===== src/rtl/program_loader_if.sv =====
// Byte-stream and computer memory-load link between a host and the program loader.
// master: host/computer side (drives bytes and the load acknowledge).
// slave:  loader side (drives byte_ready, loadMem and the assembled image).
interface program_loader_if #(
  parameter int MEM_BYTES = 15
);
  logic [7:0]                 byte_in;
  logic                       byte_valid;
  logic                       byte_ready;
  logic [MEM_BYTES-1:0][7:0]  initial_memory;
  logic                       loadMem;
  logic                       loadMemComplete;

  modport master (
    output byte_in, byte_valid, loadMemComplete,
    input  byte_ready, initial_memory, loadMem
  );

  modport slave (
    input  byte_in, byte_valid, loadMemComplete,
    output byte_ready, initial_memory, loadMem
  );
endinterface


===== src/rtl/program_loader.sv =====
// Program loader: assembles a MEM_BYTES byte image from a valid/ready stream,
// requests a memory load from the computer, waits for the ack or a timeout,
// then holds the image stable and reports done / error.
// Ports: clock, reset (sync, active-high), start/abort controls, bus (slave
// modport: byte stream + image + loadMem handshake), byte_count and status flags.
module program_loader #(
  parameter int MEM_BYTES      = 15,
  parameter int TIMEOUT_CYCLES = 64
) (
  input  logic                 clock,
  input  logic                 reset,
  input  logic                 start,
  input  logic                 abort,
  program_loader_if.slave      bus,
  output logic [3:0]           byte_count,
  output logic                 busy,
  output logic                 load_done,
  output logic                 load_error
);

  localparam int TW = $clog2(TIMEOUT_CYCLES) + 1;
  localparam logic [3:0]    FULL      = 4'(MEM_BYTES);
  localparam logic [3:0]    LAST_BYTE = 4'(MEM_BYTES - 1);
  localparam logic [TW-1:0] LAST_WAIT = TW'(TIMEOUT_CYCLES - 1);

  typedef enum logic [2:0] {IDLE, FILL, LOAD, DONE, ERROR} state_t;

  state_t        state;
  state_t        state_nx;
  logic [TW-1:0] timer;
  logic          xfer;

  // byte_ready is a register, so the handshake never depends on byte_valid combinationally.
  assign xfer = bus.byte_valid & bus.byte_ready;

  always_comb begin
    state_nx = state;
    case (state)
      FILL: begin
        if (abort)
          state_nx = IDLE;
        else if (xfer && byte_count == LAST_BYTE)
          state_nx = LOAD;
      end
      LOAD: begin
        // Ack is tested before the timeout so an ack on the last cycle still wins.
        if (abort)
          state_nx = IDLE;
        else if (bus.loadMemComplete)
          state_nx = DONE;
        else if (timer == LAST_WAIT)
          state_nx = ERROR;
      end
      default: begin
        if (start)
          state_nx = FILL;
      end
    endcase
  end

  always_ff @(posedge clock) begin
    if (reset) begin
      state              <= IDLE;
      bus.initial_memory <= '0;
      byte_count         <= '0;
      timer              <= '0;
      bus.loadMem        <= 1'b0;
      bus.byte_ready     <= 1'b0;
      busy               <= 1'b0;
      load_done          <= 1'b0;
      load_error         <= 1'b0;
    end else begin
      state <= state_nx;

      // Status outputs are registered from the next state so they line up with it.
      bus.byte_ready <= (state_nx == FILL);
      bus.loadMem    <= (state_nx == LOAD);
      busy           <= (state_nx == FILL) || (state_nx == LOAD);
      load_done      <= (state_nx == DONE);
      load_error     <= (state_nx == ERROR);

      case (state)
        FILL: begin
          // A byte offered alongside abort still completes its handshake.
          if (xfer && byte_count < FULL) begin
            bus.initial_memory[byte_count] <= bus.byte_in;
            byte_count                     <= byte_count + 4'd1;
          end
        end
        LOAD: begin
          timer <= timer + TW'(1);
        end
        default: begin
          // IDLE/DONE/ERROR: image and count are only touched by a fresh start.
          if (start) begin
            bus.initial_memory <= '0;
            byte_count         <= '0;
            timer              <= '0;
          end
        end
      endcase
    end
  end

endmodule

===== src/flat_wrapper.sv =====
// flat-port wrapper written by rule: the top's interface ports become plain ports
module program_loader_flat 
#(
  parameter int MEM_BYTES      = 15,
  parameter int TIMEOUT_CYCLES = 64
)
  (clock, reset, start, abort, byte_count, busy, load_done, load_error, bus_byte_in, bus_byte_valid, bus_loadMemComplete, bus_byte_ready, bus_initial_memory, bus_loadMem);
  program_loader_if #(.MEM_BYTES(MEM_BYTES)) bus_i ();
  input  logic clock;
  input  logic reset;
  input  logic start;
  input  logic abort;
  output logic [3:0] byte_count;
  output logic busy;
  output logic load_done;
  output logic load_error;
  input wire logic [$bits(bus_i.byte_in)-1:0] bus_byte_in;
  input wire logic [$bits(bus_i.byte_valid)-1:0] bus_byte_valid;
  input wire logic [$bits(bus_i.loadMemComplete)-1:0] bus_loadMemComplete;
  output wire logic [$bits(bus_i.byte_ready)-1:0] bus_byte_ready;
  output wire logic [$bits(bus_i.initial_memory)-1:0] bus_initial_memory;
  output wire logic [$bits(bus_i.loadMem)-1:0] bus_loadMem;
  assign bus_i.byte_in = bus_byte_in;
  assign bus_i.byte_valid = bus_byte_valid;
  assign bus_i.loadMemComplete = bus_loadMemComplete;
  assign bus_byte_ready = bus_i.byte_ready;
  assign bus_initial_memory = bus_i.initial_memory;
  assign bus_loadMem = bus_i.loadMem;
  program_loader #(.MEM_BYTES(MEM_BYTES), .TIMEOUT_CYCLES(TIMEOUT_CYCLES)) u_core (.clock(clock), .reset(reset), .start(start), .abort(abort), .bus(bus_i), .byte_count(byte_count), .busy(busy), .load_done(load_done), .load_error(load_error));
endmodule

===== config.mk =====
export PLATFORM = sky130hd
export DESIGN_NAME = program_loader_flat
export DESIGN_NICKNAME = d
export VERILOG_FILES = /design/src/rtl/program_loader_if.sv /design/src/rtl/program_loader.sv /design/src/flat_wrapper.sv
export SDC_FILE = /design/constraint.sdc
export NUM_CORES = 1
export LEC_CHECK = 0
export ABC_AREA = 1
export BUFFER_PORTS_ARGS = -buffer_cell sky130_fd_sc_hd__buf_2
export CORE_MARGIN = 1.5
export CORE_UTILIZATION = 25
export CTS_CLUSTER_DIAMETER = 150
export DETAILED_ROUTE_END_ITERATION = 16
export GPL_TIMING_DRIVEN = 0
export PLACE_DENSITY = 0.54
export SLEW_MARGIN = 20
export SYNTH_ARGS = -nofsm -noshare
export SYNTH_HDL_FRONTEND = slang
export SYNTH_SLANG_ARGS = --single-unit

===== constraint.sdc =====
create_clock -name clock -period 2.55 [get_ports clock]
set_clock_uncertainty 0.05 [all_clocks]
set_input_delay 0.255 -clock clock [delete_from_list [all_inputs] [get_ports clock]]
set_output_delay 0.255 -clock clock [all_outputs]
set_load 0.05 [all_outputs]

==> impl_metrics.json, run 1 <==
{
  "clock-sinks": 139,
  "die_h_um": 153,
  "yosys.area.top_type": "dfxtp_1",
  "min_period_ns": 2.24,
  "synth_edf_count": 0,
  "synth_most_common_cell": "nand2_1",
  "ys_seq_area_share_pct": 49.8,
  "syn_area_per_cell_um2": 7.84,
  "io_buffers": 142,
  "htree_levels": 4,
  "pre_cts_slack_ns": 0.250,
  "cts.repair.resized": 0,
  "finalHoldViolCount": 0,
  "synth_nets": 732,
  "clk_latency_ns": 0.43,
  "ys_types": 30,
  "wl_um": 19800,
  "dr_total_vias": 5494,
  "clockBufferDepth": 2,
  "syn_to_final_growth_pct": 30.2,
  "syn_inst": 713,
  "fin_util_pct": 33.3,
  "rsz0062_at_grt": "false",
  "maxSlewViolCount": 0,
  "setup_viol": 0,
  "grt_max_degree": 17,
  "viasPerCell": 4.71,
  "grt_pass1_vias": 5034,
  "power_density_nw_per_um2": 738,
  "dieArea_um2": 23300,
  "holdWs_ns": 0.115,
  "critPathKind": "reg -> reg",
  "cap_violations": 0,
  "p_leak_nw": 3.00,
  "async_reset_ff_share_pct": 0,
  "place_hpwl_um": 13800,
  "irDropWorstVdd_mv": 0.402,
  "syn-cell-area_um2": 5590,
  "clk_pin_slew_ns": 0.07,
  "synthFlopType": "dfxtp_1",
  "cp.required_ns": 2.86,
  "grt_pass1_wl_um": 30000,
  "hp-class": "in -> reg",
  "synth_area_leaders": "dfxtp_1 (50%), nand3_1 (12%), a21oi_1 (12%)",
  "postLayoutSetupSlackWorst_ns": 0.315,
  "cp.arrival_ns": 2.55,
  "fmax_mhz": 447,
  "layout.nets": 893,
  "ant_nets": 0,
  "worst_pin_slew_ns": 0.795,
  "synth-seq-cells": 139,
  "drc": 0,
  "cts_buffers": 17,
  "cts-root-buf": "clkbuf_16",
  "crit_fanout": 10,
  "diodes": 0,
  "ys_top_cells_by_count": "nand2_1 (166), dfxtp_1 (139), nand3_1 (132)",
  "cts_hold_buffers": 0,
  "finalSetupTns_ns": 0,
  "status": "finished clean",
  "reg2reg_setup_slack_ns": 0.31,
  "gp_congestion": 0.783,
  "post_cts_buffers": 0,
  "rows": 54,
  "start_util_pct": 25.5,
  "setup.worst_path.end_class": "flip-flop",
  "yosysTopAreaCellShare_pct": 49.8,
  "routedWlPerCell_um": 17.0,
  "worstSetupStartpointType": "flip-flop",
  "relSlewSlack_pct": 47.0,
  "yosys_warnings": 0,
  "io_pins": 143,
  "post-route-period-util_pct": 87.7,
  "core-area_um2": 21900,
  "die_w_um": 153,
  "grt_overflow": 0,
  "detailedRoute.firstPassIterationCount": 4,
  "antenna_found_initial": 0,
  "drtIter0Drc": 374,
  "tritoncts": "yes",
  "groute.usage.overall_pct": 16.9,
  "layout-drive-gt1-share_pct": 24.8
}
==> registers in the layout, indices dropped and copies added (netlist names) <==
name                       flops
u_core.bus.initial_memory    120
u_core.timer                   7
u_core.byte_count              4
u_core.state                   3
u_core.bus.byte_ready          1
u_core.bus.loadMem             1
u_core.busy                    1
u_core.load_done               1
u_core.load_error              1
==> final timing paths <==
path | startpoint | to | cells after the start
min | abort | u_core.state[1] | 4
max | u_core.state[2] | u_core.bus.initial_memory[50] | 6
min reg2reg | u_core.bus.initial_memory[92] | u_core.bus.initial_memory[92] | 2
max reg2reg | u_core.state[2] | u_core.bus.initial_memory[50] | 6
==> cells in the final DEF (no fill, tap or decap), types with 2 or more instances in the layout <==
master     count
buf_4          4
inv_6          4
clkbuf_16     17
buf_2        144
ha_1           5
inv_1         30
inv_2          4
o21ai_0        4
nand2_1      166
o21ai_2       13
or2_2          2
nor3_1         3
nand3_1      132
buf_6         14
bufinv_16      3
nor2_4         2
nand4_1        2
clkinv_4       3
nor2_1        30
clkbuf_1      19
a21oi_1      129
o21ai_1        3
clkbuf_8       3
dfxtp_1      139
==> logic make-up (layout without fill, tap and decap cells) <==
| group | Yosys count | count (layout) | share of synthesized area (%) |
|---|---|---|---|
| AO/OA/AOI/OAI | 151 | 151 | 14.5 |
| XOR/XNOR | 1 | 1 | 0.157 |
| adder cells (fa/ha/maj) | 5 | 5 | 1.12 |
| buffers and inverters | 74 | 248 | 7.36 |
| flip-flops | 139 | 139 | 49.8 |
| AND/OR/NAND/NOR | 343 | 343 | 27.1 |
==> stage by stage <==
| step | total power [mW] | cell area [µm²] | instances |
|---|---|---|---|
| 5_1_grt | 5.56 | 7280 | 1167 |
| 4_1_cts | 5.42 | 7280 | 1167 |
| 2_1_floorplan | 2.60 | 5590 | 713 |
| 6_report | 5.37 | 7280 | 1167 |
| 3_5_place_dp | 2.78 | 6650 | 1135 |
| 3_3_place_gp | 2.78 | 6650 | 1135 |
==> cell type report <==
cell class / count / area, µm²
clock buffer: 21 / 470
sequential: 139 / 2780
tap: 280 / 350
fill: 2393 / 14600
inverter: 35 / 131
multi-input combinational: 500 / 2400
clock inverter: 11 / 156
timing repair buffer: 142 / 711
buffer: 39 / 280
==> power breakdown <==
| group | switching [mW] | internal, mW | total (mW) |
|---|---|---|---|
| combinational | 0.405 | 0.132 | 0.537 |
| sequential | 0.00878 | 2.18 | 2.19 |
| clock | 1.01 | 1.63 | 2.64 |
==> per-layer routing <==
layer | vias up | wire length [µm] | global-route usage [%]
met1 | 2576 | 9390 | 23.3
met4 | 0 | 224 | 5.13
met5 | - | 0 | 0
met3 | 18 | 1050 | 3.92
li1 | 2738 | - | -
met2 | 162 | 9170 | 26.3
==> worst max-delay path: stages, from the launching register on <==
cell and delay, ns:
dfxtp_1 0.35, inv_2 0.11, nand3_4 0.13, nor2_1 0.51
clkbuf_1 0.64, nand3_1 0.21, a21oi_1 0.17
Power figures use the tool's default switching activity.
==> run 2, diff against run 1 <==
--- a/config.mk
+++ b/config.mk
@@ -7,8 +7,9 @@
 export LEC_CHECK = 0
 export ABC_AREA = 1
 export BUFFER_PORTS_ARGS = -buffer_cell sky130_fd_sc_hd__buf_2
-export CORE_MARGIN = 1.5
+export CORE_MARGIN = 8
 export CORE_UTILIZATION = 25
+export CTS_BUF_LIST = sky130_fd_sc_hd__clkbuf_8
 export CTS_CLUSTER_DIAMETER = 150
 export DETAILED_ROUTE_END_ITERATION = 16
 export GPL_TIMING_DRIVEN = 0
==> constraint.sdc (replaced) <==
create_clock -name clock -period 2.1 [get_ports clock]
set_clock_uncertainty 0.05 [all_clocks]
set_input_delay 0.21 -clock clock [delete_from_list [all_inputs] [get_ports clock]]
set_output_delay 0.21 -clock clock [all_outputs]
set_load 0.05 [all_outputs]
==> run 2 against run 1 <==
  * Die area rose by 18%
  * Clock power fell by 11%
  * Sequential power rose by 21%
  * Largest power group is now registers
  * Sequential share of layout area rose by 0.75 points
  * Highest routed layer unchanged
  * Power rose by 5.4%
  * Largest cell class unchanged
  * Final cell count up 0.17%
  * Routed wire length rose by 4.9%
  * Critical endpoint is now u_core.bus.initial_memory[11]
  * Sequential cell count is the same
==> impl_metrics.json, run 2 (synthesis gave the netlist of run 1 again) <==
{
  "multiInputGateArea_um2": 2440,
  "finalPower_mw": 5.66,
  "p_leak_nw": 2.92,
  "ant_nets": 0,
  "htree_levels": 4,
  "start_util_pct": 25.5,
  "clk_latency_ns": 0.45,
  "grt_max_degree": 17,
  "biggestRegsByFlops": "u_core.bus.initial_memory x120, u_core.timer x7, u_core.byte_count x4",
  "place_hpwl_um": 14800,
  "maxSlewViolCount": 0,
  "diodes": 0,
  "largest_register_ff_count": 120,
  "viasPerCell": 4.71,
  "layout-drive-gt1-share_pct": 27.1,
  "layout.nets": 895,
  "syn_to_final_growth_pct": 27.7,
  "min_period_ns": 1.97,
  "post-route-period-util_pct": 94.0,
  "rows": 54,
  "worstSetupStartpointType": "flip-flop",
  "most-common-layout-cells": "nand2_1 (166), buf_2 (144), dfxtp_1 (139)",
  "tritoncts": "yes",
  "placed_cells": 1135,
  "cts_buffers": 17,
  "relSlewSlack_pct": 50.6,
  "cp.required_ns": 2.43,
  "wl_um": 20800,
  "cp.arrival_ns": 2.31,
  "drc": 0,
  "routedWlPerCell_um": 17.8,
  "cap_violations": 0,
  "io_buffers": 142,
  "die_w_um": 166,
  "power_density_nw_per_um2": 793,
  "finalHoldViolCount": 0,
  "fillers": 2407,
  "critPathKind": "reg -> reg",
  "core-area_um2": 21900,
  "clock-sinks": 139,
  "final_cells": 1169,
  "postLayoutSetupSlackWorst_ns": 0.126,
  "setup_viol": 0,
  "crit_fanout": 10,
  "grt_pass1_vias": 5270,
  "die_h_um": 166,
  "fmax_mhz": 507,
  "rsz0062_at_grt": "true",
  "dieArea_um2": 27400,
  "layout_commonest_cell": "nand2_1",
  "regArea_um2": 2780,
  "detailedRoute.firstPassIterationCount": 5,
  "cts-root-buf": "clkbuf_8",
  "gp_congestion": 0.767,
  "top_register": "u_core.bus.initial_memory",
  "setup.worst_path.end_class": "flip-flop",
  "irDropWorstVdd_mv": 0.469,
  "clockBufferDepth": 2,
  "groute.usage.overall_pct": 15.2,
  "grt_pass1_wl_um": 31400,
  "worst_pin_slew_ns": 0.741,
  "antenna_found_initial": 0,
  "clk_pin_slew_ns": 0.08,
  "pre_cts_slack_ns": -0.261,
  "holdWs_ns": 0.0914,
  "dr_total_vias": 5502,
  "drtIter0Drc": 381,
  "grt_overflow": 0,
  "io_pins": 143,
  "status": "finished clean",
  "fin_util_pct": 32.6,
  "hp-class": "in -> reg"
}
-- run 2: cell count changes in the layout (fill, tap and decap cells not counted) --
cell	previous run	this run
buf_4	4	5
clkbuf_1	19	14
clkbuf_16	17	0
clkbuf_2	0	4
clkbuf_8	3	18
clkinv_2	1	0
clkinvlp_4	0	4
dlygate4sd3_1	0	1
inv_1	30	32
inv_6	4	2
nor2_1	30	15
nor2_2	1	16
o21ai_1	3	1
o21ai_2	13	15
-- run 2: area by class of cell --
cell class,count,share of cell area (%)
inverters,35,1.84
clock buffers,18,3.47
plain buffers,39,4.00
multi-input cells,500,34.2
clock inverters,14,2.40
repair buffers,144,10.2
well taps,280,4.91
flip-flops and latches,139,39.0
-- run 2: repair_timing --
action                     in CTS  in global routing
setup buffers                   0                  1
gates resized for setup         5                 17
setup endpoints to repair      35                 85
hold endpoints to repair        1                  0
hold buffers                    1                  0
cloned                          0                  0
-- run 2: critical path, stage by stage, from the launching register on --
cell and delay (ns):
dfxtp_1 0.36, inv_2 0.11, nand3_4 0.15, buf_6 0.21
nor2_2 0.31, buf_2 0.41, nand3_1 0.12, a21oi_1 0.17
-- run 2: through the flow --
stage	instance area (µm²)	setup TNS (ns)
after detailed placement	6650	-4.25
after global routing	7140	0
after global placement	6650	-3.87
final	7140	0
after CTS	7090	0
after floorplan	5590	0
-- run 2: path summary, 6_finish.rpt --
kind / startpoint / endpoint / slack, ns / cells past startpoint
setup / recovery: u_core.state[2] / u_core.bus.initial_memory[11] / 0.13 / 7
hold / removal: start / u_core.state[1] / 0.09 / 4
setup reg to reg: u_core.state[2] / u_core.bus.initial_memory[11] / 0.13 / 7
hold reg to reg: u_core.bus.initial_memory[104] / u_core.bus.initial_memory[104] / 0.41 / 2
-- run 2: power by group --
group	switching, mW	total (mW)	internal (mW)	leakage (nW)
clock network	1.13	2.34	1.21	0.204
registers	0.00980	2.66	2.65	1.12
logic	0.500	0.666	0.166	1.59
total	1.64	5.66	4.02	2.92
-- run 2: layer usage --
metal | track usage [%] | routed length [µm]
met1 | 20.1 | 9570
met4 | 4.71 | 287
met2 | 23.5 | 9460
met3 | 4.34 | 1480
met5 | 0 | 0
==> run 3, diff against run 2 <==
--- a/config.mk
+++ b/config.mk
@@ -10,10 +10,11 @@
 export CORE_MARGIN = 8
 export CORE_UTILIZATION = 25
 export CTS_BUF_LIST = sky130_fd_sc_hd__clkbuf_8
-export CTS_CLUSTER_DIAMETER = 150
+export CTS_CLUSTER_DIAMETER = 40
 export DETAILED_ROUTE_END_ITERATION = 16
 export GPL_TIMING_DRIVEN = 0
-export PLACE_DENSITY = 0.54
+export PLACE_DENSITY_LB_ADDON = 0.3
+export REMOVE_ABC_BUFFERS = 1
 export SLEW_MARGIN = 20
 export SYNTH_ARGS = -nofsm -noshare
 export SYNTH_HDL_FRONTEND = slang
==> run 3 against run 2 <==
  * Non-clock buffer count shrank 24
  * First-iteration DRC count grew 6.8%
  * Register-to-register slack lost 0.03 ns
  * Die area is the same
  * Critical path depth is the same
  * Via count shrank 2.0%
  * Global-route usage shrank 0.33 points
  * Final cell count shrank 1.9%
  * Critical endpoint is now u_core.bus.initial_memory[54]
==> impl_metrics.json, run 3 (synthesis gave the netlist of run 1 again) <==
{
  "clk_latency_ns": 0.43,
  "fmax_mhz": 499,
  "clockBufferDepth": 2,
  "holdWs_ns": 0.0539,
  "dieArea_um2": 27400,
  "placed_cells": 1105,
  "htree_levels": 4,
  "finalPower_mw": 5.29,
  "grt_overflow": 0,
  "syn_to_final_growth_pct": 26.8,
  "detailedRoute.firstPassIterationCount": 5,
  "setup.worst_path.end_class": "flip-flop",
  "antenna_found_initial": 0,
  "pwr-share-seq_pct": 50.4,
  "post-route-period-util_pct": 95.4,
  "setup_viol": 0,
  "status": "finished clean",
  "p_int_mw": 3.73,
  "final_cells": 1147,
  "viasPerCell": 4.70,
  "layout-drive-gt1-share_pct": 26.9,
  "top_register": "u_core.bus.initial_memory",
  "routedWlPerCell_um": 18.0,
  "p_comb_share_pct": 12.8,
  "ant_nets": 0,
  "cp.arrival_ns": 2.26,
  "p_sw_mw": 1.56,
  "groute.usage.overall_pct": 14.9,
  "cts_buffers": 17,
  "worstSetupStartpointType": "flip-flop",
  "drtIter0Drc": 407,
  "largest_register_ff_count": 120,
  "rsz0062_at_grt": "true",
  "wl_um": 20700,
  "place_area_um2": 6560,
  "core-area_um2": 21900,
  "worst_pin_slew_ns": 0.743,
  "clock-sinks": 139,
  "layout_commonest_cell": "nand2_1",
  "finalSetupTns_ns": 0,
  "io_pins": 143,
  "hp-class": "in -> reg",
  "layout.nets": 874,
  "clkPwrFrac_pct": 36.8,
  "min_period_ns": 2.00,
  "relSlewSlack_pct": 50.3,
  "p_sw_share_pct": 29.5,
  "irDropWorstVdd_mv": 0.305,
  "cts_hold_buffers": 0,
  "clk_pin_slew_ns": 0.08,
  "start_util_pct": 25.5,
  "rows": 54,
  "cp.required_ns": 2.36,
  "most-common-layout-cells": "nand2_1 (166), buf_2 (141), dfxtp_1 (138)",
  "diodes": 0,
  "grt_max_degree": 79,
  "cts-root-buf": "clkbuf_8",
  "cap_violations": 0,
  "final_area_um2": 7090,
  "biggestRegsByFlops": "u_core.bus.initial_memory x120, u_core.timer x7, u_core.byte_count x4",
  "dr_total_vias": 5390,
  "grt_pass1_vias": 5036,
  "maxSlewViolCount": 0,
  "die_h_um": 166,
  "p_leak_nw": 2.89,
  "power_density_nw_per_um2": 746,
  "io_buffers": 142,
  "critPathKind": "reg -> reg",
  "gp_congestion": 0.764,
  "crit_fanout": 9,
  "drc": 0,
  "tritoncts": "yes",
  "grt_pass1_wl_um": 30900,
  "die_w_um": 166,
  "fillers": 2394,
  "finalHoldViolCount": 0,
  "place_hpwl_um": 12900
}
## run 3: cell types whose count changed in the layout (fill, tap and decap cells not counted), sizes merged
cell / delta
buf: -6
dlygate4sd3: -1
clkinv: +1
nand2: +2
nand3: +1
clkinvlp: -2
bufinv: -3
clkbuf: -14
## run 3: timing repair
item,4_1_cts,5_1_grt
gates resized for setup,3,13
setup endpoints to repair,123,103
gates cloned,3,1
setup buffers,4,3
pin swaps,2,1
## run 3: path summary, 6_finish.rpt
check	from	end	depth (start not counted)	slack (ns)
max	u_core.byte_count[0]	u_core.bus.initial_memory[54]	7	0.1
min	abort	u_core.state[1]	4	0.05
max reg2reg	u_core.byte_count[0]	u_core.bus.initial_memory[54]	7	0.1
min reg2reg	u_core.bus.initial_memory[45]	u_core.bus.initial_memory[45]	2	0.41
## run 3: metal layers
| layer | up-vias | global-route usage (%) | share of wire (%) |
|---|---|---|---|
| met5 | - | 0 | 0 |
| met3 | 9 | 4.04 | 6.9 |
| met1 | 2502 | 19.9 | 46 |
| li1 | 2700 | - | - |
| met2 | 179 | 23.2 | 47 |
| met4 | 0 | 3.86 | 0.64 |
## run 3: power by group through the flow
stage / clock network (mW) / registers, mW / logic, mW
after floorplan: 0 / 2.76 / 0.266
after global placement: 0 / 2.72 / 0.542
after detailed placement: 0 / 2.72 / 0.595
after CTS: 2.03 / 2.66 / 0.653
after global routing: 2.15 / 2.66 / 0.731
final: 1.95 / 2.66 / 0.676
## run 3: area by class of cell
class | instances | area (µm²) | area share [%]
flip-flops and latches | 139 | 2780 | 39.3
multi-input cells | 503 | 2520 | 35.5
repair buffers | 159 | 960 | 13.5
well taps | 280 | 350 | 4.94
clock buffers | 21 | 289 | 4.08
inverters | 35 | 134 | 1.89
clock inverters | 10 | 53.8 | 0.759
## run 3: metrics by stage
stage / utilization (%) / setup WS, ns
4_1_cts: 31.9 / 0.0157
5_1_grt: 32.4 / -0.0312
3_5_place_dp: 30.0 / -0.472
6_report: 32.4 / 0.0962
2_1_floorplan: - / -0.455
3_3_place_gp: 29.1 / -1.40
## run 3: worst max-delay path, stage by stage (launching register included)
cell	delay (ns)
dfxtp_1	0.37
inv_1	0.14
ha_1	0.20
inv_1	0.16
nor2_1	0.55
o21ai_2	0.24
nand2_1	0.11
a21oi_1	0.06
